<file path="src/rtl/serial_logic_unit_pkg.sv">
// Shared ALU definitions: opcodes (also used by the combinational ALU),
// serial-unit state encodings and the default datapath width.
package serial_logic_unit_pkg;

  localparam int DEFAULT_WIDTH = 32;

  typedef enum logic [2:0] {
    OP_AND   = 3'b000,
    OP_OR    = 3'b001,
    OP_XOR   = 3'b010,
    OP_NAND  = 3'b011,
    OP_NOR   = 3'b100,
    OP_XNOR  = 3'b101,
    OP_NOTA  = 3'b110,
    OP_PASSA = 3'b111
  } op_e;

  // Bit 0 of the state is busy and bit 1 is done, so both outputs come straight off the state flops.
  localparam logic [1:0] S_IDLE = 2'b00;
  localparam logic [1:0] S_RUN  = 2'b01;
  localparam logic [1:0] S_DONE = 2'b10;

endpackage

</file>
<file path="src/rtl/serial_logic_unit_if.sv">
// Request/result bundle of the serial logic unit.
// Handshake: start is sampled only while the unit is not busy (IDLE or DONE); done is a one-cycle pulse marking a fresh res/zero.
interface serial_logic_unit_if #(
  parameter int WIDTH = serial_logic_unit_pkg::DEFAULT_WIDTH
);
  logic                        start;
  serial_logic_unit_pkg::op_e  op;
  logic [WIDTH-1:0]            a;
  logic [WIDTH-1:0]            b;
  logic                        busy;
  logic                        done;
  logic [WIDTH-1:0]            res;
  logic                        zero;

  modport master (output start, op, a, b, input busy, done, res, zero);
  modport slave  (input start, op, a, b, output busy, done, res, zero);
endinterface

</file>
<file path="src/rtl/serial_logic_unit_logic_slice.sv">
// Combinational SLICE-bit bitwise op mux; bit i of y depends only on bit i of a and b.
module serial_logic_unit_logic_slice
  import serial_logic_unit_pkg::*;
#(
  parameter int SLICE = 1
) (
  input  op_e              i_op,
  input  logic [SLICE-1:0] i_a,
  input  logic [SLICE-1:0] i_b,
  output logic [SLICE-1:0] o_y
);

  always_comb begin
    o_y = i_a;
    case (i_op)
      OP_AND:   o_y = i_a & i_b;
      OP_OR:    o_y = i_a | i_b;
      OP_XOR:   o_y = i_a ^ i_b;
      OP_NAND:  o_y = ~(i_a & i_b);
      OP_NOR:   o_y = ~(i_a | i_b);
      OP_XNOR:  o_y = ~(i_a ^ i_b);
      OP_NOTA:  o_y = ~i_a;
      OP_PASSA: o_y = i_a;
      default:  o_y = i_a;
    endcase
  end

endmodule

</file>
<file path="src/rtl/serial_logic_unit.sv">
// Bit-serial bitwise logic unit: latches a/b/op on start, processes SLICE bits per clock,
// pulses done and holds res/zero until the next completion.
module serial_logic_unit
  import serial_logic_unit_pkg::*;
#(
  parameter int WIDTH = DEFAULT_WIDTH,
  parameter int SLICE = 1
) (
  input  logic                 clk,
  input  logic                 reset,
  serial_logic_unit_if.slave   bus,
  output logic [1:0]           o_dbg_state
);

  localparam int N  = WIDTH / SLICE;
  localparam int CW = (N > 1) ? $clog2(N) : 1;
  localparam logic [CW-1:0] LAST = CW'(N - 1);

  if (WIDTH % SLICE != 0) begin : g_bad_slice
    $error("serial_logic_unit: SLICE must divide WIDTH");
  end

  logic [1:0]       r_state;
  logic [WIDTH-1:0] r_a;
  logic [WIDTH-1:0] r_b;
  logic [WIDTH-1:0] r_acc;
  op_e              r_op;
  logic [CW-1:0]    r_cnt;
  logic [WIDTH-1:0] r_res;
  logic             r_zero;

  logic [SLICE-1:0] w_y;
  logic [WIDTH-1:0] w_acc_next;

  serial_logic_unit_logic_slice #(.SLICE(SLICE)) u_slice (
    .i_op (r_op),
    .i_a  (r_a[SLICE-1:0]),
    .i_b  (r_b[SLICE-1:0]),
    .o_y  (w_y)
  );

  // New bits enter at the MSB end, so after N slices bit i of the accumulator lines up with bit i of the operands.
  if (SLICE == WIDTH) begin : g_acc_full
    assign w_acc_next = w_y;
  end else begin : g_acc_shift
    assign w_acc_next = {w_y, r_acc[WIDTH-1:SLICE]};
  end

  always_ff @(posedge clk or posedge reset) begin
    if (reset) begin
      r_state <= S_IDLE;
      r_a     <= '0;
      r_b     <= '0;
      r_acc   <= '0;
      r_op    <= OP_AND;
      r_cnt   <= '0;
      r_res   <= '0;
      r_zero  <= 1'b1;
    end else begin
      case (r_state)
        S_IDLE, S_DONE: begin
          if (bus.start) begin
            r_a     <= bus.a;
            r_b     <= bus.b;
            r_op    <= bus.op;
            r_acc   <= '0;
            r_cnt   <= '0;
            r_state <= S_RUN;
          end else begin
            r_state <= S_IDLE;
          end
        end
        S_RUN: begin
          r_a   <= r_a >> SLICE;
          r_b   <= r_b >> SLICE;
          r_acc <= w_acc_next;
          r_cnt <= r_cnt + 1'b1;
          if (r_cnt == LAST) begin
            r_res   <= w_acc_next;
            r_zero  <= (w_acc_next == '0);
            r_state <= S_DONE;
          end
        end
        default: r_state <= S_IDLE;
      endcase
    end
  end

  assign bus.busy    = r_state[0];
  assign bus.done    = r_state[1];
  assign bus.res     = r_res;
  assign bus.zero    = r_zero;
  assign o_dbg_state = r_state;

endmodule

</file>
<file path="src/flat_wrapper.sv">
// flat-port wrapper written by rule: the top's interface ports become plain ports
module serial_logic_unit_flat import serial_logic_unit_pkg::*;
#(
  parameter int WIDTH = DEFAULT_WIDTH,
  parameter int SLICE = 1
)
  (clk, reset, o_dbg_state, bus_start, bus_op, bus_a, bus_b, bus_busy, bus_done, bus_res, bus_zero);
  serial_logic_unit_if #(.WIDTH(WIDTH)) bus_i ();
  input  logic clk;
  input  logic reset;
  output logic [1:0] o_dbg_state;
  input wire logic [$bits(bus_i.start)-1:0] bus_start;
  input wire logic [$bits(bus_i.op)-1:0] bus_op;
  input wire logic [$bits(bus_i.a)-1:0] bus_a;
  input wire logic [$bits(bus_i.b)-1:0] bus_b;
  output wire logic [$bits(bus_i.busy)-1:0] bus_busy;
  output wire logic [$bits(bus_i.done)-1:0] bus_done;
  output wire logic [$bits(bus_i.res)-1:0] bus_res;
  output wire logic [$bits(bus_i.zero)-1:0] bus_zero;
  assign bus_i.start = bus_start;
  assign bus_i.op = bus_op;
  assign bus_i.a = bus_a;
  assign bus_i.b = bus_b;
  assign bus_busy = bus_i.busy;
  assign bus_done = bus_i.done;
  assign bus_res = bus_i.res;
  assign bus_zero = bus_i.zero;
  serial_logic_unit #(.WIDTH(WIDTH), .SLICE(SLICE)) u_core (.clk(clk), .reset(reset), .bus(bus_i), .o_dbg_state(o_dbg_state));
endmodule
</file>
<file path="config.mk">
export PLATFORM = sky130hd
export DESIGN_NAME = serial_logic_unit_flat
export DESIGN_NICKNAME = d
export VERILOG_FILES = /design/src/rtl/serial_logic_unit_pkg.sv /design/src/rtl/serial_logic_unit_if.sv /design/src/rtl/serial_logic_unit_logic_slice.sv /design/src/rtl/serial_logic_unit.sv /design/src/flat_wrapper.sv
export SDC_FILE = /design/constraint.sdc
export NUM_CORES = 1
export LEC_CHECK = 0
export ABC_AREA = 1
export CORE_UTILIZATION = 47
export CTS_CLUSTER_DIAMETER = 100
export CTS_CLUSTER_SIZE = 16
export DETAILED_ROUTE_END_ITERATION = 7
export PLACE_DENSITY = 0.76
export SLEW_MARGIN = 0
export SYNTH_ARGS = -nofsm -noshare
export SYNTH_HDL_FRONTEND = slang
export SYNTH_HIERARCHICAL = 1
export SYNTH_SLANG_ARGS = --single-unit
</file>
<file path="constraint.sdc">
create_clock -name clk -period 4.2 [get_ports clk]
set_clock_uncertainty 0.1 [all_clocks]
set_input_delay 0.63 -clock clk [delete_from_list [all_inputs] [get_ports clk]]
set_output_delay 0.63 -clock clk [all_outputs]
set_load 0.01 [all_outputs]
</file>
==> flow_summary.yaml <==
place:
  placed_cell_area_sq_um: 6900
  gp_congestion: 0.815
  port_buffers: 106
  hpwl_um: 8210
detailed_routing:
  wl_um: 12700
  post_drt_wl_per_cell_um: 15.2
  initialDrtViolationCount: 345
  ant_nets: 0
  vias: 4617
  via_per_inst: 5.52
  firstDrtPassIters: 5
  drc: 0
worst_setup_path:
  r2r_slack_ns: 1.53
  critPathLaunchType: "flop"
  worst-setup-path-type: "reg -> reg"
  timing.rr.end: "u_core/bus.res[2]"
  crit_arrival_ns: 2.83
  endpoint_kind: "flop"
  worstReg2RegStart: "u_core/r_cnt[0]"
  crit_start: "u_core/r_cnt[0]"
  cp.required_ns: 4.36
  critPathMaxFanout: 66
  reg2reg_depth: 6
power_and_ir_drop:
  leakage_uw: 0.00339
  cellPowerDensity_nw_per_um2: 701
  ir_worst_vdd_mv: 0.347
  p_total_uw: 5220
sta:
  rsz0062_at_grt: "no"
  min_period_ns: 2.67
  slew_headroom_pct: 28.4
  holdWs_ns: 0.376
  worst_pin_slew_ns: 1.07
  setup_tns_ns: 0
  finalMaxSlewViolations: 0
  max_clock_freq_mhz: 375
  finalSetupViolations: 0
  finalHoldViolCount: 0
  finalCritPeriodShare_pct: 63.5
die:
  die_x_um: 113
  die_area_sq_um: 12800
  core_sq_um: 12000
  std_cell_rows: 40
  die_h_um: 113
  initial_core_util_pct: 48.2
  ioPinCount: 107
min_path:
  hold_class: "reg -> reg"
  whs_endpoint: "u_core/bus.zero"
  hp-start: "u_core/bus.zero"
  hold_depth: 2
synthesis:
  ys_warn_count: 6
  ys_async_sr_fraction_pct: 100
  synth_edf_count: 0
  ys.flop_type: "dfrtp_1"
  syn_avg_cell_area_sq_um: 9.85
  synthCells: 588
  seq_area_frac_synth_pct: 59.6
  syn_nets: 662
  synth_cell_types: 25
  synth-seq-cells: 138
  synth_area_sq_um: 5790
grt:
  grtUsageMet2_pct: 34.7
  grt_pass1_vias: 4625
  grt_max_degree: 98
  grt_use_met3_pct: 4.71
  antenna_found_initial: 0
  grt.busiest_layer: "met2"
  gr-usage-met1_pct: 29.0
  grt_first_pass_wirelength_um: 21600
  grt_use_total_pct: 21.6
  grt_overflow: 0
layout:
  n_antenna_cell: 0
  area_growth_pct: 28.6
  nFillCells: 995
  drive_above_1_share_pct: 7.25
  nets: 752
  final_area_sq_um: 7450
  final_core_util_pct: 62.1
  final_common_cell: "dfrtp_1"
  final_cell_mix: "dfrtp_1 (137), clkdlybuf4s50_1 (105), inv_1 (102), nand3_1 (70), nand2_1 (63)"
clock_network:
  cts.sinks: 138
  post-cts-setup-buffer-count: 0
  cts_resized: 0
  hold_buffers: 0
  cts_tree: "yes"
  htreeDepth: 4
  cts_buffer_depth: 2
  numCtsBuffers: 17
  clk_pin_slew_ns: 0.06
  clock_latency_ns: 0.41
  cts_root_buf: "clkbuf_16"
status:
  status: "completed"
flow_run:
  maxCapViolCount: 0
==> synth_stat cells, types with 2 or more instances <==
cell type  count  share of area [%]
a21oi_1        3               0.26
a22o_1         2               0.30
buf_1          3               0.19
buf_2         12                1.0
buf_4          3               0.39
buf_6          4               0.78
clkbuf_1      20                1.3
dfrtp_1      137                 59
ha_1           4               0.86
inv_1        103                6.7
inv_2          3               0.19
mux2_2         3               0.58
nand2_1       64                4.1
nand2_2        2               0.22
nand3_1       71                6.1
nor2_1        21                1.4
o211ai_1       3               0.39
o21ai_0       34                2.9
o21ai_1        3               0.26
o221ai_1      58                8.8
o22ai_1       31                3.3
==> layout make-up <==
| cell class | count | area, sq um | area share (%) |
|---|---|---|---|
| timing repair buffer | 113 | 1120 | 15.0 |
| inverter | 107 | 405 | 5.44 |
| multi-input combinational | 301 | 1740 | 23.3 |
| sequential | 138 | 3450 | 46.3 |
| clock inverter | 13 | 123 | 1.65 |
| clock buffer | 18 | 429 | 5.76 |
| tap | 147 | 184 | 2.47 |
==> stage by stage <==
stage | worst slack (ns) | cells
after floorplan | 1.75 | 588
after global placement | 1.67 | 806
after detailed placement | 1.55 | 806
after CTS | 1.54 | 837
after global routing | 1.25 | 837
final | 1.53 | 837
==> registers in the layout, summed over array words and instances, names as in the netlist <==
| signal | flops |
|---|---|
| u_core/r_acc | 31 |
| u_core/r_cnt | 5 |
| u_core/r_a | 32 |
| u_core/bus.res | 32 |
| u_core/r_b | 32 |
| u_core/o_dbg_state | 2 |
| u_core/r_op | 3 |
| u_core/bus.zero | 1 |
==> kinds of logic (layout without fill, tap and decap cells) <==
group           Yosys count  count (layout)  share of synthesized area, %
simple gates            160             160                          12.0
buf+inv                 149             251                          10.6
flops                   138             138                          59.6
compound gates          134             134                          16.3
fa+ha+maj                 4               4                         0.864
mux                       3               3                         0.583
==> worst max-delay path by stage <==
| stage | depth (start not counted) | endpoint |
|---|---|---|
| 2_1_floorplan | 1 | u_core/bus.res[0] |
| 3_3_place_gp | 10 | u_core/bus.zero |
| 5_1_grt | 10 | u_core/bus.zero |
| 4_1_cts | 6 | u_core/bus.res[2] |
| 3_5_place_dp | 6 | u_core/r_b[18] |
| 6_report | 6 | u_core/bus.res[2] |
==> power breakdown <==
group | total (uW) | switching, uW | internal (uW)
Clock | 1380 | 563 | 815
Sequential | 2060 | 212 | 1840
Combinational | 1790 | 1070 | 723
Total | 5220 | 1840 | 3380
==> routing by layer <==
| metal | share of wire, % | up-vias |
|---|---|---|
| met2 | 49 | 178 |
| met3 | 5.3 | 21 |
| met5 | 0 | - |
| li1 | - | 2193 |
| met1 | 44 | 2225 |
| met4 | 1.7 | 0 |
==> worst max-delay path, stage by stage (launching register included) <==
cell,delay (ns)
dfrtp_1,0.39
ha_1,0.20
nand2_1,0.09
nor2_1,0.11
ha_1,0.19
nand3_2,0.81
o21ai_0,0.63
Power figures use the tool's default switching activity.
